<file path="config.mk">
export PLATFORM = sky130hd
export DESIGN_NAME = serial_word_deserializer
export DESIGN_NICKNAME = d
export VERILOG_FILES = /design/src/rtl/serial_pkg.sv /design/src/rtl/deser_out_stage.sv /design/src/rtl/serial_word_deserializer.sv
export SDC_FILE = /design/constraint.sdc
export NUM_CORES = 1
export LEC_CHECK = 0
export ABC_AREA = 1
export BUFFER_PORTS_ARGS = -buffer_cell sky130_fd_sc_hd__buf_2
export CAP_MARGIN = 5
export CORE_ASPECT_RATIO = 1.1
export CORE_MARGIN = 5
export CORE_UTILIZATION = 61
export CTS_BUF_LIST = sky130_fd_sc_hd__clkbuf_2
export DETAILED_ROUTE_END_ITERATION = 8
export PLACE_DENSITY = 0.87
export SYNTH_ARGS = -nofsm -noshare
export SYNTH_HDL_FRONTEND = slang
export SYNTH_HIERARCHICAL = 1
export SYNTH_SLANG_ARGS = --single-unit
</file>
<file path="constraint.sdc">
create_clock -name clk -period 4.12 [get_ports clk]
set_clock_uncertainty 0.05 [all_clocks]
set_input_delay 1.236 -clock clk [delete_from_list [all_inputs] [get_ports clk]]
set_output_delay 1.236 -clock clk [all_outputs]
set_load 0.02 [all_outputs]
</file>
<file path="src/rtl/serial_pkg.sv">
// Shared definitions for the serial word deserializer: FSM states and default word width.
package serial_pkg;

  typedef enum logic {
    StHunt    = 1'b0,
    StCollect = 1'b1
  } deser_state_e;

  localparam int unsigned DefaultDataWidth = 4;

endpackage

</file>
<file path="src/rtl/deser_out_stage.sv">
// Output holding register with valid/ready handshake; reports load acceptance combinationally.
module deser_out_stage #(
  parameter int unsigned DATA_WIDTH = serial_pkg::DefaultDataWidth
) (
  input  logic                  clk,
  input  logic                  rst,
  input  logic                  load,
  input  logic [DATA_WIDTH-1:0] load_data,
  input  logic                  out_ready,
  output logic [DATA_WIDTH-1:0] out_data,
  output logic                  out_valid,
  output logic                  accept
);

  logic [DATA_WIDTH-1:0] data_q, data_d;
  logic                  valid_q, valid_d;

  // A new word fits if the register is empty or is being drained this cycle.
  assign accept = load & (~valid_q | out_ready);

  always_comb begin
    data_d  = data_q;
    valid_d = valid_q;
    if (accept) begin
      data_d  = load_data;
      valid_d = 1'b1;
    end else if (valid_q && out_ready) begin
      valid_d = 1'b0;
    end
  end

  always_ff @(posedge clk) begin
    if (rst) begin
      data_q  <= '0;
      valid_q <= 1'b0;
    end else begin
      data_q  <= data_d;
      valid_q <= valid_d;
    end
  end

  assign out_data  = data_q;
  assign out_valid = valid_q;

endmodule

</file>
<file path="src/rtl/serial_word_deserializer.sv">
// LSB-first serial-to-parallel word assembler with sync framing, output handshake and
// sticky overflow / framing-error flags plus a saturating drop counter.
module serial_word_deserializer #(
  parameter int unsigned DATA_WIDTH = serial_pkg::DefaultDataWidth,
  parameter int unsigned CNT_WIDTH  = 8
) (
  input  logic                  clk,
  input  logic                  rst,
  input  logic                  bit_in,
  input  logic                  bit_valid,
  input  logic                  sync,
  output logic [DATA_WIDTH-1:0] out_data,
  output logic                  out_valid,
  input  logic                  out_ready,
  input  logic                  err_clear,
  output logic                  overflow,
  output logic                  frame_err,
  output logic [CNT_WIDTH-1:0]  drop_count
);

  import serial_pkg::*;

  localparam int unsigned IdxW = $clog2(DATA_WIDTH);
  localparam logic [IdxW-1:0] LastIdx = IdxW'(DATA_WIDTH - 1);

  deser_state_e          state_q, state_d;
  logic [IdxW-1:0]       cnt_q, cnt_d;
  logic [DATA_WIDTH-1:0] word_q, word_d;
  logic                  overflow_q, overflow_d;
  logic                  frame_err_q, frame_err_d;
  logic [CNT_WIDTH-1:0]  drop_q, drop_d, drop_base;

  logic                  word_done;
  logic                  frame_evt;
  logic                  drop_evt;
  logic                  accept;
  logic [DATA_WIDTH-1:0] done_word;

  always_comb begin
    state_d   = state_q;
    cnt_d     = cnt_q;
    word_d    = word_q;
    word_done = 1'b0;
    frame_evt = 1'b0;
    done_word = word_q;
    done_word[DATA_WIDTH-1] = bit_in;
    if (bit_valid) begin
      unique case (state_q)
        StHunt: begin
          if (sync) begin
            word_d    = '0;
            word_d[0] = bit_in;
            cnt_d     = IdxW'(1);
            state_d   = StCollect;
          end
        end
        StCollect: begin
          // A sync inside a word wins over completion: the partial word is abandoned.
          if (sync) begin
            frame_evt = 1'b1;
            word_d    = '0;
            word_d[0] = bit_in;
            cnt_d     = IdxW'(1);
          end else if (cnt_q == LastIdx) begin
            word_done = 1'b1;
            word_d    = '0;
            cnt_d     = '0;
            state_d   = StHunt;
          end else begin
            word_d[cnt_q] = bit_in;
            cnt_d         = cnt_q + 1'b1;
          end
        end
        default: ;
      endcase
    end
  end

  // Error bookkeeping: a same-cycle event overrides err_clear.
  always_comb begin
    drop_evt    = word_done & ~accept;
    overflow_d  = (overflow_q & ~err_clear) | drop_evt;
    frame_err_d = (frame_err_q & ~err_clear) | frame_evt;
    drop_base   = err_clear ? '0 : drop_q;
    drop_d      = drop_base;
    if (drop_evt && (drop_base != '1)) begin
      drop_d = drop_base + 1'b1;
    end
  end

  always_ff @(posedge clk) begin
    if (rst) begin
      state_q     <= StHunt;
      cnt_q       <= '0;
      word_q      <= '0;
      overflow_q  <= 1'b0;
      frame_err_q <= 1'b0;
      drop_q      <= '0;
    end else begin
      state_q     <= state_d;
      cnt_q       <= cnt_d;
      word_q      <= word_d;
      overflow_q  <= overflow_d;
      frame_err_q <= frame_err_d;
      drop_q      <= drop_d;
    end
  end

  deser_out_stage #(
    .DATA_WIDTH (DATA_WIDTH)
  ) u_out_stage (
    .clk       (clk),
    .rst       (rst),
    .load      (word_done),
    .load_data (done_word),
    .out_ready (out_ready),
    .out_data  (out_data),
    .out_valid (out_valid),
    .accept    (accept)
  );

  assign overflow   = overflow_q;
  assign frame_err  = frame_err_q;
  assign drop_count = drop_q;

endmodule

</file>
# Yosys cells after proc, flatten, opt, wreduce, memory -nomap -nowiden
# Index checks and enable logic that the tools add are counted.
# op_classes
mux	25
bitwise	11
n_addsub	2
eq_ne	3
reduce_logical	5
n_lt_le_gt_ge	2
# op_table
operator	n
8-bit 2-to-1 mux	2
1-bit 2-to-1 mux	12
4-bit 2-to-1 mux	3
8-bit by 1-bit adder with 8-bit output, second input constant	1
8-bit inequality test, second input constant	1
4-bit case mux with 2 select lines	1
2-bit 2-to-1 mux	3
1-bit bitwise AND	4
4-bit bitwise mux	1
1-bit NOT	4
2-bit case mux with 2 select lines	1
1-bit logical AND	3
2-bit by 3-bit < comparator with 1-bit output, second input constant	1
1-bit OR	3
2-bit by 1-bit adder with 2-bit output, second input constant	1
1-bit demux with 2-bit select	1
2-bit == test, second input constant	1
2-bit by 1-bit >= comparator with 1-bit output, second input constant	1
2-bit inequality test, second input constant	1
1-bit case mux with 2 select lines	1
2-bit AND reduction	1
2-bit nonzero test	1
# word_totals
regBits	22
out_inout_bits	15
elab_cells	56

# Depth between registers and ports, before layout
# logic_depth
word_depth	10
mapped_depth	13

# By module
# Netlist, hierarchy kept.
# modules_own_cells
module	area_each_um2	instances	cells_each
serial_word_deserializer	932.1	1	139
deser_out_stage	225.2	1	32

# Least setup slack after synthesis
# No wires, ideal clock.
# synth_timing
kind	in2reg
from	input port err_clear
to	register drop_q[4], in the netlist drop_count[4]
cell_stages	12
n_path_buf	1
slack_ns	1.682
setup_time_ns	0.131
arrival_time_ns	2.257
cell_sequence	inv_2 > buf_6 > nand2_1 > inv_1 > ha_1 > inv_1 > nor2_4 > nand2_2 > nand2_4 > inv_4 > nand2_1 > a21oi_2
# synth_via
elab_chain_cells	4
word_cells_on_any_way	5
# synth_lines
item	line	source
start, declared	serial_word_deserializer.sv:15	input logic err_clear,
8-bit 2-to-1 mux *	serial_word_deserializer.sv:84	drop_base = err_clear ? '0 : drop_q;
branches (longest 2 deep; another with 8-bit by 1-bit adder with 8-bit output)	--	
8-bit 2-to-1 mux *	serial_word_deserializer.sv:86	if (drop_evt && (drop_base != '1)) begin
end signal, assigned	serial_word_deserializer.sv:105	drop_q <= drop_d;
end, declared	serial_word_deserializer.sv:31	logic [CNT_WIDTH-1:0] drop_q, drop_d, drop_base;
# Every way passes the cells marked *.
# A chain may end at the register's enable or synchronous reset.

# Worst setup path after layout
# layout_timing
from	input port sync
to	register drop_q[4], in the netlist drop_count[4]
# layout_via
elab_chain_cells	8
# layout_lines
item	line	source
start, declared	serial_word_deserializer.sv:11	input logic sync,
1-bit 2-to-1 mux	serial_word_deserializer.sv:59	if (sync) begin
1-bit 2-to-1 mux	serial_word_deserializer.sv:48	unique case (state_q)
1-bit 2-to-1 mux	serial_word_deserializer.sv:47	if (bit_valid) begin
named net word_done	serial_word_deserializer.sv:33	logic word_done;
1-bit bitwise AND	deser_out_stage.sv:19	assign accept = load & (~valid_q | out_ready);
named net accept	serial_word_deserializer.sv:36	logic accept;
1-bit NOT	serial_word_deserializer.sv:81	drop_evt = word_done & ~accept;
1-bit bitwise AND	serial_word_deserializer.sv:81	
1-bit logical AND	serial_word_deserializer.sv:86	
8-bit 2-to-1 mux	serial_word_deserializer.sv:86	
# The timed path passes the listed nets, and every way through them passes these cells.

==> results.md <==
* Core footprint at 0.00180 mm²
* Number of endpoints failing setup at the final stage at 0
* Synth Warn # at 6
* Post-DP HPWL at 1.91 mm
* Leakage power at 0.618 nW
* Top-count cell post-synth: nand2_1
* Num CTS Buffers at 3
* Syn Area/Cell at 6.77 µm²
* Worst Path Required at 4350 ps
* Number of antenna violations at the first check in global routing at 0
* WP data arrival at 2750 ps
* # diodes at 0
* CTS tree: built
* Largest fanout on the critical path at 10
* Yosys top cell by area: dfxtp_1
* Int Pwr at 0.000241 W
* Combinational share of power at 0.083
* Setup TNS at 0 ps
* Clock share of power at 0.276
* Min-delay worst type: reg2reg
* Routed vias at 1,132
* Largest family of logic cells by synthesized area: simple AND/OR/NAND/NOR gates
* Max-slew violation count at 0
* Clk sink count at 21
* CTS max path bufs at 2
* Gr usage total at 0.184
* Worst r2r src: cnt_q[1]
* Setup crit end kind: register
* Max cap viols at 0
* Pwr Density at 254 mW/mm²
* Hold Buf Count CTS at 0
* Final Cycle Share at 0.613
* Top cell type's share of synthesized area at 0.363
* Pin slew with the least headroom to its limit at 385 ps
* Post-synthesis mux area share at 0
* Starting Density at 0.642
* Post-synthesis adder-cell area fraction at 0.0541
* R2r setup slk at 2050 ps
* Worst Setup Path Type: in2reg
* H-Tree Depth at 1
* Fmax at 396 MHz
* Antenna-violating nets left at 0
* Final core utilization at 0.712
* Switching Fraction at 0.260
* Chip height at 55.7 µm
* Post-synth EDFFs at 0
* Worst R2R Path Depth at 11
* Asr flop ratio synth at 0
* Post-synth top cells: nand2_1, inv_1, dfxtp_1
* Std cell rows at 16
* Netlist Area Pre-Place at 0.00116 mm²
* Hold path endpoint: overflow
* Xor and xnor fraction of the mapped netlist area at 0.0151
* Syn-to-layout area delta at 10.8%
* Share of layout cells above drive strength 1 at 0.197
* Reg power frac at 0.641
* Multi-input combinational cell area at 606 µm²
* Drt wl/cell at 11.5 µm
* Die W at 51.5 µm
* Largest net degree at the start of global routing at 15
* Root Buffer: clkbuf_2
* Dominant synthesized flop cell: dfxtp_1
* Buffers added on ports at 21
* Hold Crit Start: overflow
* VDD IR max at 0.233 mV
* Setup Fix Bufs, Post-CTS at 0
* Slew headroom at 0.741
* Syn Inst Count at 171
* RSZ-0062 raised after global routing: no
* Fin crit period at 2530 ps
* DR vias/cell at 5.36
* Status: finished, final reports clean
* Cell variety after synth at 25
* I/O Pins at 22
* CTS clk-pin slew, worst paths at 200 ps
* Grt ovf at 0
* Synth Net Count at 183
* Hold path cells at 2
* Post-CTS Resized at 0
* Layout Nets at 206
* CP Launch Type: primary input
* Die area at 0.00287 mm²
* Compound-cell area share of the yosys netlist at 0.104
* Top post-synthesis cells by area: dfxtp_1, nand2_1, inv_1
* Flops & latches, synth at 21
* Hold Fails Final Rpt at 0
* Filler instances at 158
* Global-route wire length before repair at 4.21 mm
* Post-route DRC at 0
* GPL Wtd Cong at 0.882
* FF-to-FF End: drop_count[4]
* Post-Route WL at 2.43 mm
* Starting DRT DRC Count at 47
* Drt pass-1 iters at 5
* Reg area at 420 µm²
* Sw Pwr at 0.0000847 W
* Post-synthesis simple-gate area fraction at 0.350
* Seq/Total Area, Yosys at 0.363
* Vias in the first global route at 992
* Clk Latency, worst-skew pair at 330 ps
cells in the final DEF (no fill, tap or decap), types with 3 or more instances in the layout:
cell       n
nand2_1   44
inv_1     25
dfxtp_1   21
buf_2     21
nor2_1    17
a21oi_1   17
nand3_1   16
ha_1       5
clkbuf_2   4
nor3_1     3
logic make-up (layout without fill, tap and decap cells):
| family | Yosys count | count (layout) |
|---|---|---|
| and+or+nand+nor | 90 | 90 |
| buffers and inverters | 31 | 53 |
| AOI/OAI and AO/OA | 22 | 22 |
| adders and majority gates | 5 | 5 |
| DFF | 21 | 21 |
| xor gates and xnor gates | 2 | 2 |
worst max-delay path by stage:
| stage | end | slack [ps] | start | cells past startpoint |
|---|---|---|---|---|
| global placement | drop_count[4] | 1420 | sync | 13 |
| global route | drop_count[4] | 1450 | sync | 12 |
| finish | drop_count[4] | 1600 | sync | 12 |
| floorplan | drop_count[4] | 1680 | err_clear | 12 |
| detailed placement | drop_count[4] | 1250 | sync | 12 |
| CTS | drop_count[4] | 1590 | sync | 12 |
final cells by class:
cell class              count  area share
well taps                  18      0.0176
multi-input cells         119       0.472
clock buffers               4      0.0156
inverters                  28      0.0849
repair buffers             21      0.0820
flip-flops and latches     21       0.328
flip-flops by register name, summed over array words and instances (netlist names):
signal and cells:
overflow 1, u_out_stage/out_data 4, frame_err 1, cnt_q 2, drop_count 8, word_q 3
u_out_stage/out_valid 1, state_q 1
power by group through the flow:
stage	Clock [W]	Combinational (W)	Sequential, W
final	0.0000900	0.0000271	0.000209
after global routing	0.000101	0.0000309	0.000210
after CTS	0.0000898	0.0000269	0.000209
after detailed placement	0	0.0000268	0.000213
after global placement	0	0.0000256	0.000213
after floorplan	0	0.0000190	0.000213
layer usage:
metal / part of all wire / global-route usage
met1: 0.42 / 0.226
met2: 0.52 / 0.324
met3: 0.058 / 0.0402
met4: 0.0086 / 0.0337
met5: 0 / 0
per-stage QoR:
step | hold slack [ps] | instances | worst slack (ps) | power [W] | area (µm²)
floorplan | 411 | 171 | 1680 | 0.000232 | 1160
global placement | 404 | 207 | 1420 | 0.000238 | 1260
detailed placement | 411 | 207 | 1250 | 0.000240 | 1260
CTS | 435 | 211 | 1590 | 0.000326 | 1280
global route | 474 | 211 | 1450 | 0.000342 | 1280
finish | 432 | 211 | 1600 | 0.000326 | 1280
worst max-delay path, stage by stage:
cell,delay (ps)
buf_2,120
inv_1,90
nand2_1,70
nor2_2,310
inv_1,100
a21oi_1,150
inv_1,70
nand2_1,100
clkinv_2,100
nand2_4,150
nand2_1,100
a21oi_2,160
(Power assumes the default switching activity.)
